File: config.mk
export PLATFORM = sky130hd
export DESIGN_NAME = pipeline_regs_flat
export DESIGN_NICKNAME = d
export VERILOG_FILES = /design/src/rtl/pipeline_regs_if.sv /design/src/rtl/pipeline_regs.sv /design/src/flat_wrapper.sv
export SDC_FILE = /design/constraint.sdc
export NUM_CORES = 1
export LEC_CHECK = 0
export ABC_AREA = 1
export CORE_AREA = 4 4 456 458
export CTS_CLUSTER_SIZE = 14
export DETAILED_ROUTE_END_ITERATION = 10
export DIE_AREA = 0 0 460 462
export PLACE_DENSITY = 0.34
export REMOVE_ABC_BUFFERS = 1
export SLEW_MARGIN = 20
export SYNTH_ARGS = -nofsm -noshare
export SYNTH_HDL_FRONTEND = slang
export SYNTH_SLANG_ARGS = --single-unit
File: constraint.sdc
create_clock -name clk -period 34.1 [get_ports clk]
set_input_delay 5.115 -clock clk [delete_from_list [all_inputs] [get_ports clk]]
set_output_delay 5.115 -clock clk [all_outputs]
set_load 0.01 [all_outputs]
File: src/rtl/pipeline_regs_if.sv
`default_nettype none
// ============================================================================
//  Module      : pipeline_regs_if
//  Description : Bundle of IF/ID, ID/EX and EX/MEM pipeline-register signals.
//                The "slave" modport is the register bank, the "master"
//                modport is the surrounding pipeline (or a testbench).
//                Optional macro PIPE_FLUSH_EN adds if_id_flush/id_ex_flush.
//  Revision    : 1.0 - initial release
// ============================================================================
interface pipeline_regs_if;

    // IF/ID
    logic        if_id_enable;
    logic [31:0] instr;
    logic [63:0] pcaddr;
    logic [31:0] instr_out;
    logic [63:0] pcaddr_out;

    // ID/EX
    logic        id_ex_enable;
    logic [63:0] ReadData1;
    logic [63:0] ReadData2;
    logic [63:0] PCaddr;
    logic [63:0] se;
    logic [4:0]  Rn;
    logic [4:0]  Rm;
    logic [4:0]  Rd;
    logic [5:0]  cntrl_EX;
    logic [4:0]  cntrl_M;
    logic [1:0]  cntrl_WB;
    logic [63:0] RD1_out;
    logic [63:0] RD2_out;
    logic [63:0] PCaddr_out;
    logic [63:0] se_o;
    logic [4:0]  Rn_out;
    logic [4:0]  Rm_out;
    logic [4:0]  Rd_out;
    logic [5:0]  cntrl_EX_out;
    logic [4:0]  cntrl_M_out;
    logic [1:0]  cntrl_WB_out;

    // EX/MEM
    logic        ex_mem_enable;
    logic [63:0] ALUresult;
    logic [63:0] WriteData;
    logic [63:0] addr;
    logic [4:0]  Rd_em;
    logic [1:0]  WB;
    logic [4:0]  M;
    logic [3:0]  alu_flag;
    logic [3:0]  flag;
    logic [63:0] ALUresult_out;
    logic [63:0] WriteData_out;
    logic [63:0] addr_out;
    logic [4:0]  Rd_em_out;
    logic [1:0]  WB_out;
    logic [4:0]  M_out;
    logic [3:0]  alu_flag_out;
    logic [3:0]  flag_out;

`ifdef PIPE_FLUSH_EN
    logic        if_id_flush;
    logic        id_ex_flush;
`endif

    modport slave (
        input  if_id_enable, instr, pcaddr,
        output instr_out, pcaddr_out,
        input  id_ex_enable, ReadData1, ReadData2, PCaddr, se, Rn, Rm, Rd,
        input  cntrl_EX, cntrl_M, cntrl_WB,
        output RD1_out, RD2_out, PCaddr_out, se_o, Rn_out, Rm_out, Rd_out,
        output cntrl_EX_out, cntrl_M_out, cntrl_WB_out,
        input  ex_mem_enable, ALUresult, WriteData, addr, Rd_em, WB, M,
        input  alu_flag, flag,
        output ALUresult_out, WriteData_out, addr_out, Rd_em_out, WB_out,
        output M_out, alu_flag_out, flag_out
`ifdef PIPE_FLUSH_EN
        ,
        input  if_id_flush, id_ex_flush
`endif
    );

    modport master (
        output if_id_enable, instr, pcaddr,
        input  instr_out, pcaddr_out,
        output id_ex_enable, ReadData1, ReadData2, PCaddr, se, Rn, Rm, Rd,
        output cntrl_EX, cntrl_M, cntrl_WB,
        input  RD1_out, RD2_out, PCaddr_out, se_o, Rn_out, Rm_out, Rd_out,
        input  cntrl_EX_out, cntrl_M_out, cntrl_WB_out,
        output ex_mem_enable, ALUresult, WriteData, addr, Rd_em, WB, M,
        output alu_flag, flag,
        input  ALUresult_out, WriteData_out, addr_out, Rd_em_out, WB_out,
        input  M_out, alu_flag_out, flag_out
`ifdef PIPE_FLUSH_EN
        ,
        output if_id_flush, id_ex_flush
`endif
    );

endinterface : pipeline_regs_if
`default_nettype wire

File: src/rtl/pipeline_regs.sv
`default_nettype none
// ============================================================================
//  Module      : pipeline_regs
//  Description : IF/ID, ID/EX and EX/MEM inter-stage registers for the
//                5-stage 64-bit pipeline. Each bank has its own load enable
//                so stall logic can freeze any stage; rst is asynchronous
//                and active-high and clears every bank.
//                Optional macro PIPE_FLUSH_EN: adds synchronous flush inputs
//                for IF/ID and ID/EX that load zeros (a bubble) and take
//                priority over the load enable.
//  Revision    : 1.0 - initial release
// ============================================================================
module pipeline_regs (
    input  wire logic         clk,
    input  wire logic         rst,
    pipeline_regs_if.slave    bus
);

    // ---------------- IF/ID state ----------------
    logic [31:0] r_instr;
    logic [63:0] r_pcaddr;

    // ---------------- ID/EX state ----------------
    logic [63:0] r_rd1;
    logic [63:0] r_rd2;
    logic [63:0] r_pc_ex;
    logic [63:0] r_se;
    logic [4:0]  r_rn;
    logic [4:0]  r_rm;
    logic [4:0]  r_rd;
    logic [5:0]  r_cntrl_ex;
    logic [4:0]  r_cntrl_m;
    logic [1:0]  r_cntrl_wb;

    // ---------------- EX/MEM state ---------------
    logic [63:0] r_alu_result;
    logic [63:0] r_write_data;
    logic [63:0] r_addr;
    logic [4:0]  r_rd_em;
    logic [1:0]  r_wb;
    logic [4:0]  r_m;
    logic [3:0]  r_alu_flag;
    logic [3:0]  r_flag;

    // Flush requests collapse to constant 0 when the feature is not built,
    // so the register processes below stay identical in both builds.
    logic w_if_id_flush;
    logic w_id_ex_flush;
`ifdef PIPE_FLUSH_EN
    assign w_if_id_flush = bus.if_id_flush;
    assign w_id_ex_flush = bus.id_ex_flush;
`else
    assign w_if_id_flush = 1'b0;
    assign w_id_ex_flush = 1'b0;
`endif

    // IF/ID bank: reset > flush > enable > hold
    always_ff @(posedge clk or posedge rst) begin
        if (rst) begin
            r_instr  <= '0;
            r_pcaddr <= '0;
        end else if (w_if_id_flush) begin
            r_instr  <= '0;
            r_pcaddr <= '0;
        end else if (bus.if_id_enable) begin
            r_instr  <= bus.instr;
            r_pcaddr <= bus.pcaddr;
        end
    end

    // ID/EX bank: reset > flush > enable > hold
    always_ff @(posedge clk or posedge rst) begin
        if (rst) begin
            r_rd1      <= '0;
            r_rd2      <= '0;
            r_pc_ex    <= '0;
            r_se       <= '0;
            r_rn       <= '0;
            r_rm       <= '0;
            r_rd       <= '0;
            r_cntrl_ex <= '0;
            r_cntrl_m  <= '0;
            r_cntrl_wb <= '0;
        end else if (w_id_ex_flush) begin
            r_rd1      <= '0;
            r_rd2      <= '0;
            r_pc_ex    <= '0;
            r_se       <= '0;
            r_rn       <= '0;
            r_rm       <= '0;
            r_rd       <= '0;
            r_cntrl_ex <= '0;
            r_cntrl_m  <= '0;
            r_cntrl_wb <= '0;
        end else if (bus.id_ex_enable) begin
            r_rd1      <= bus.ReadData1;
            r_rd2      <= bus.ReadData2;
            r_pc_ex    <= bus.PCaddr;
            r_se       <= bus.se;
            r_rn       <= bus.Rn;
            r_rm       <= bus.Rm;
            r_rd       <= bus.Rd;
            r_cntrl_ex <= bus.cntrl_EX;
            r_cntrl_m  <= bus.cntrl_M;
            r_cntrl_wb <= bus.cntrl_WB;
        end
    end

    // EX/MEM bank: reset > enable > hold (no flush on this stage)
    always_ff @(posedge clk or posedge rst) begin
        if (rst) begin
            r_alu_result <= '0;
            r_write_data <= '0;
            r_addr       <= '0;
            r_rd_em      <= '0;
            r_wb         <= '0;
            r_m          <= '0;
            r_alu_flag   <= '0;
            r_flag       <= '0;
        end else if (bus.ex_mem_enable) begin
            r_alu_result <= bus.ALUresult;
            r_write_data <= bus.WriteData;
            r_addr       <= bus.addr;
            r_rd_em      <= bus.Rd_em;
            r_wb         <= bus.WB;
            r_m          <= bus.M;
            r_alu_flag   <= bus.alu_flag;
            r_flag       <= bus.flag;
        end
    end

    // Outputs are straight register copies: no input-to-output path.
    assign bus.instr_out     = r_instr;
    assign bus.pcaddr_out    = r_pcaddr;

    assign bus.RD1_out       = r_rd1;
    assign bus.RD2_out       = r_rd2;
    assign bus.PCaddr_out    = r_pc_ex;
    assign bus.se_o          = r_se;
    assign bus.Rn_out        = r_rn;
    assign bus.Rm_out        = r_rm;
    assign bus.Rd_out        = r_rd;
    assign bus.cntrl_EX_out  = r_cntrl_ex;
    assign bus.cntrl_M_out   = r_cntrl_m;
    assign bus.cntrl_WB_out  = r_cntrl_wb;

    assign bus.ALUresult_out = r_alu_result;
    assign bus.WriteData_out = r_write_data;
    assign bus.addr_out      = r_addr;
    assign bus.Rd_em_out     = r_rd_em;
    assign bus.WB_out        = r_wb;
    assign bus.M_out         = r_m;
    assign bus.alu_flag_out  = r_alu_flag;
    assign bus.flag_out      = r_flag;

endmodule : pipeline_regs
`default_nettype wire

File: src/flat_wrapper.sv
// flat-port wrapper written by rule: the top's interface ports become plain ports
module pipeline_regs_flat 
  (clk, rst, bus_if_id_enable, bus_instr, bus_pcaddr, bus_instr_out, bus_pcaddr_out, bus_id_ex_enable, bus_ReadData1, bus_ReadData2, bus_PCaddr, bus_se, bus_Rn, bus_Rm, bus_Rd, bus_cntrl_EX, bus_cntrl_M, bus_cntrl_WB, bus_RD1_out, bus_RD2_out, bus_PCaddr_out, bus_se_o, bus_Rn_out, bus_Rm_out, bus_Rd_out, bus_cntrl_EX_out, bus_cntrl_M_out, bus_cntrl_WB_out, bus_ex_mem_enable, bus_ALUresult, bus_WriteData, bus_addr, bus_Rd_em, bus_WB, bus_M, bus_alu_flag, bus_flag, bus_ALUresult_out, bus_WriteData_out, bus_addr_out, bus_Rd_em_out, bus_WB_out, bus_M_out, bus_alu_flag_out, bus_flag_out);
  pipeline_regs_if bus_i ();
  input  wire logic clk;
  input  wire logic rst;
  input wire logic [$bits(bus_i.if_id_enable)-1:0] bus_if_id_enable;
  input wire logic [$bits(bus_i.instr)-1:0] bus_instr;
  input wire logic [$bits(bus_i.pcaddr)-1:0] bus_pcaddr;
  output wire logic [$bits(bus_i.instr_out)-1:0] bus_instr_out;
  output wire logic [$bits(bus_i.pcaddr_out)-1:0] bus_pcaddr_out;
  input wire logic [$bits(bus_i.id_ex_enable)-1:0] bus_id_ex_enable;
  input wire logic [$bits(bus_i.ReadData1)-1:0] bus_ReadData1;
  input wire logic [$bits(bus_i.ReadData2)-1:0] bus_ReadData2;
  input wire logic [$bits(bus_i.PCaddr)-1:0] bus_PCaddr;
  input wire logic [$bits(bus_i.se)-1:0] bus_se;
  input wire logic [$bits(bus_i.Rn)-1:0] bus_Rn;
  input wire logic [$bits(bus_i.Rm)-1:0] bus_Rm;
  input wire logic [$bits(bus_i.Rd)-1:0] bus_Rd;
  input wire logic [$bits(bus_i.cntrl_EX)-1:0] bus_cntrl_EX;
  input wire logic [$bits(bus_i.cntrl_M)-1:0] bus_cntrl_M;
  input wire logic [$bits(bus_i.cntrl_WB)-1:0] bus_cntrl_WB;
  output wire logic [$bits(bus_i.RD1_out)-1:0] bus_RD1_out;
  output wire logic [$bits(bus_i.RD2_out)-1:0] bus_RD2_out;
  output wire logic [$bits(bus_i.PCaddr_out)-1:0] bus_PCaddr_out;
  output wire logic [$bits(bus_i.se_o)-1:0] bus_se_o;
  output wire logic [$bits(bus_i.Rn_out)-1:0] bus_Rn_out;
  output wire logic [$bits(bus_i.Rm_out)-1:0] bus_Rm_out;
  output wire logic [$bits(bus_i.Rd_out)-1:0] bus_Rd_out;
  output wire logic [$bits(bus_i.cntrl_EX_out)-1:0] bus_cntrl_EX_out;
  output wire logic [$bits(bus_i.cntrl_M_out)-1:0] bus_cntrl_M_out;
  output wire logic [$bits(bus_i.cntrl_WB_out)-1:0] bus_cntrl_WB_out;
  input wire logic [$bits(bus_i.ex_mem_enable)-1:0] bus_ex_mem_enable;
  input wire logic [$bits(bus_i.ALUresult)-1:0] bus_ALUresult;
  input wire logic [$bits(bus_i.WriteData)-1:0] bus_WriteData;
  input wire logic [$bits(bus_i.addr)-1:0] bus_addr;
  input wire logic [$bits(bus_i.Rd_em)-1:0] bus_Rd_em;
  input wire logic [$bits(bus_i.WB)-1:0] bus_WB;
  input wire logic [$bits(bus_i.M)-1:0] bus_M;
  input wire logic [$bits(bus_i.alu_flag)-1:0] bus_alu_flag;
  input wire logic [$bits(bus_i.flag)-1:0] bus_flag;
  output wire logic [$bits(bus_i.ALUresult_out)-1:0] bus_ALUresult_out;
  output wire logic [$bits(bus_i.WriteData_out)-1:0] bus_WriteData_out;
  output wire logic [$bits(bus_i.addr_out)-1:0] bus_addr_out;
  output wire logic [$bits(bus_i.Rd_em_out)-1:0] bus_Rd_em_out;
  output wire logic [$bits(bus_i.WB_out)-1:0] bus_WB_out;
  output wire logic [$bits(bus_i.M_out)-1:0] bus_M_out;
  output wire logic [$bits(bus_i.alu_flag_out)-1:0] bus_alu_flag_out;
  output wire logic [$bits(bus_i.flag_out)-1:0] bus_flag_out;
  assign bus_i.if_id_enable = bus_if_id_enable;
  assign bus_i.instr = bus_instr;
  assign bus_i.pcaddr = bus_pcaddr;
  assign bus_instr_out = bus_i.instr_out;
  assign bus_pcaddr_out = bus_i.pcaddr_out;
  assign bus_i.id_ex_enable = bus_id_ex_enable;
  assign bus_i.ReadData1 = bus_ReadData1;
  assign bus_i.ReadData2 = bus_ReadData2;
  assign bus_i.PCaddr = bus_PCaddr;
  assign bus_i.se = bus_se;
  assign bus_i.Rn = bus_Rn;
  assign bus_i.Rm = bus_Rm;
  assign bus_i.Rd = bus_Rd;
  assign bus_i.cntrl_EX = bus_cntrl_EX;
  assign bus_i.cntrl_M = bus_cntrl_M;
  assign bus_i.cntrl_WB = bus_cntrl_WB;
  assign bus_RD1_out = bus_i.RD1_out;
  assign bus_RD2_out = bus_i.RD2_out;
  assign bus_PCaddr_out = bus_i.PCaddr_out;
  assign bus_se_o = bus_i.se_o;
  assign bus_Rn_out = bus_i.Rn_out;
  assign bus_Rm_out = bus_i.Rm_out;
  assign bus_Rd_out = bus_i.Rd_out;
  assign bus_cntrl_EX_out = bus_i.cntrl_EX_out;
  assign bus_cntrl_M_out = bus_i.cntrl_M_out;
  assign bus_cntrl_WB_out = bus_i.cntrl_WB_out;
  assign bus_i.ex_mem_enable = bus_ex_mem_enable;
  assign bus_i.ALUresult = bus_ALUresult;
  assign bus_i.WriteData = bus_WriteData;
  assign bus_i.addr = bus_addr;
  assign bus_i.Rd_em = bus_Rd_em;
  assign bus_i.WB = bus_WB;
  assign bus_i.M = bus_M;
  assign bus_i.alu_flag = bus_alu_flag;
  assign bus_i.flag = bus_flag;
  assign bus_ALUresult_out = bus_i.ALUresult_out;
  assign bus_WriteData_out = bus_i.WriteData_out;
  assign bus_addr_out = bus_i.addr_out;
  assign bus_Rd_em_out = bus_i.Rd_em_out;
  assign bus_WB_out = bus_i.WB_out;
  assign bus_M_out = bus_i.M_out;
  assign bus_alu_flag_out = bus_i.alu_flag_out;
  assign bus_flag_out = bus_i.flag_out;
  pipeline_regs u_core (.clk(clk), .rst(rst), .bus(bus_i));
endmodule
==> reports/summary.txt <==
==========================================================================================
Die W                                                                               460 µm
Arrival time at the worst endpoint                                                 8.65 ns
Vias in the first global route                                                       21420
TritonCTS buffer count                                                                  81
Register area share after synthesis                                                 65.99%
Data required time of the worst path                                              34.87 ns
Setup repair after global routing missed its margin                                     no
Average instance area after synthesis                                            8.969 µm²
Cell Chain, Critical Path                                                     clkdlybuf4s50_1 -> inv_8 -> buf_4 -> buf_4 -> buf_4 -> buf_4
Root Buffer Master                                                               clkbuf_16
Final critical-path share of the clock period                                       23.11%
Result of the run                                                             finished clean
Most frequent cells in the layout                                             nand2_1 (1776), clkdlybuf4s50_1 (1185), dfrtp_1 (592)
Fmax                                                                             126.9 MHz
Final layout net count                                                                4263
Post-route clock skew                                                                 0 ns
Max stage delay on crit path                                                       0.63 ns
Setup crit start kind                                                           input port
FILL cells                                                                           22810
Pre-antenna DRT Iters                                                                    5
Cell occurring most often along the worst timing path                                buf_4
Worst slew pin tran                                                              0.9738 ns
Crit path time final                                                              7.881 ns
Remaining global-route overflow                                                          0
Wire per inst                                                                     19.95 µm
DRC violation total after the first TritonRoute iteration                             1035
Routed vias                                                                          20670
Number of antenna violations at the first check in global routing                       52
Routed wire length                                                               128200 µm
Final Hold Viols                                                                         0
# rows                                                                                 166
Final HPWL from detailed placement                                                98580 µm
Hold-fix buffers at CTS                                                                  0
Gate count of the mapped netlist                                                      2503
Slowest CP cell                                                                      buf_4
Post-layout util                                                                    19.50%
GR Util All Layers                                                                  11.55%
Maximum number of pins on one net before global-route repair                           150
Count of boundary I/O pins                                                            1189
Yosys warning total                                                                      0
Drc violations                                                                           0
Share of post-route cells with drive strength above 1                               4.076%
Final cell count without fillers                                                      6427
Max IR drop VDD                                                               0.00003567 V
Leakage power                                                                   0.01844 µW
Post-CTS setup buffer count                                                              0
Class of the most critical setup path                                         input port to asynchronous set/reset pin
Class of the most critical hold timing path                                   register to register
Clock sink count                                                                       592
Global-route wire length before repair                                           175200 µm
Placed instance count                                                                 6271
Setup Viol. Count Final                                                                  0
Initial cell density of the core                                                    11.01%
Most common library cell in the layout ignoring fill and taps                      nand2_1
CTS tree                                                                               yes
Maximum fanout count along the critical path                                           111
Clock latency on the worst-skew pair                                               0.69 ns
Port Buffers                                                                          1188
Clock H-tree levels                                                                      3
Maximum clock path buffer count                                                          3
Setup_tns                                                                             0 ns
Post-cts repair resize count                                                             0
Power density over cell area                                                  52.31 nW/µm²
Number of unique standard cell types used by synthesis                                   9
Post-synthesis instance area                                                     22450 µm²
# Max-Cap Violations                                                                     0
Final weighted congestion in routability-driven placement                           0.7977
Sort of element at the end of the critical path                               asynchronous set/reset pin
Final Worst Setup Slack                                                           26.22 ns
Core area                                                                       204000 µm²
Routed Antenna Nets                                                                      0
Area growth from synthesis to final layout                                          77.13%
Count of pins over their slew limit                                                      0
Clock edge transition at the registers on the reported setup and hold paths        0.06 ns
FF+latch count, synth                                                                  592
Worst slack, placed                                                               25.14 ns
Die Y-Extent                                                                        462 µm
Worst slew margin relative to its limit                                             35.08%
DIE AREA                                                                        212500 µm²
Avg Vias per Cell                                                                    3.216
==========================================================================================
[final cells by class]
class | instances | area, µm² | area share, %
flip-flops and latches | 592 | 14810 | 37.25
clock buffers | 120 | 2335 | 5.871
well taps | 2688 | 3363 | 8.458
inverters | 4 | 40.04 | 0.1007
diodes | 10 | 25.02 | 0.06293
multi-input cells | 1776 | 6666 | 16.76
clock inverters | 26 | 454.2 | 1.142
repair buffers | 1211 | 12070 | 30.35
[synth_stat cells]
master / count / area [µm²]
inv_4: 2 / 12.51
dfrtp_1: 592 / 14810
clkbuf_1: 7 / 26.28
buf_4: 26 / 195.2
inv_2: 1 / 3.750
inv_1: 1 / 3.750
buf_6: 38 / 427.9
buf_2: 60 / 300.3
nand2_1: 1776 / 6666
[sequential cells by signal, indices dropped and copies added (netlist names), 6 cells and up]
name and count:
u_core.bus.ALUresult_out 64, u_core.bus.PCaddr_out 64, u_core.bus.RD1_out 64, u_core.bus.RD2_out 64, u_core.bus.WriteData_out 64, u_core.bus.addr_out 64, u_core.bus.cntrl_EX_out 6, u_core.bus.instr_out 32
u_core.bus.pcaddr_out 64, u_core.bus.se_o 64
[critical path, delay by kind of cell]
family   cells  cell delay (ns)
buf+inv      6             3.41
[through the flow]
stage	hold slack, ns	power [µW]	area (µm²)
2_1_floorplan	0.5086	911.7	21500
3_3_place_gp	0.4536	1197	36950
3_5_place_dp	0.4570	1196	36950
4_1_cts	0.4708	2140	39740
5_1_grt	0.4807	2190	39740
6_report	0.4663	2080	39770
[metal layers]
| metal | wire length [µm] | track usage, % | up-vias |
|---|---|---|---|
| met4 | 2434 | 2.915 | 46 |
| met2 | 59740 | 18.84 | 845 |
| met3 | 13180 | 5.152 | 189 |
| met5 | 287 | 0 | - |
| li1 | - | - | 9861 |
| met1 | 52580 | 13.83 | 9727 |
[power breakdown]
part | switching (µW) | total (µW) | internal, µW
registers | 38.0 | 803 | 765
clock network | 363 | 908 | 546
logic | 177 | 369 | 192
[final timing paths]
| kind | cells past startpoint | from | slack (ns) | end |
|---|---|---|---|---|
| worst max-delay path | 6 | rst | 26.22 | u_core.bus.RD1_out[8] |
| worst min-delay path | 2 | u_core.bus.RD2_out[25] | 0.47 | u_core.bus.RD2_out[25] |
| worst max register to register | 2 | u_core.bus.RD1_out[59] | 33.35 | u_core.bus.RD1_out[59] |
| worst min register to register | 2 | u_core.bus.RD2_out[25] | 0.47 | u_core.bus.RD2_out[25] |
| max in group clk | 6 | bus_ex_mem_enable | 26.79 | u_core.bus.addr_out[36] |
| min in group asynchronous | 2 | rst | 4.96 | u_core.bus.addr_out[27] |
[cells by family (layout without fill, tap and decap cells)]
logic type    after synthesis  in the layout  share of synthesized area, %
simple gates             1776           1776                         29.69
buf+inv                   135           1361                         4.319
other cells                 0             10                             0
flops                     592            592                         65.99
Note: power is estimated with default switching activity, not from simulation.
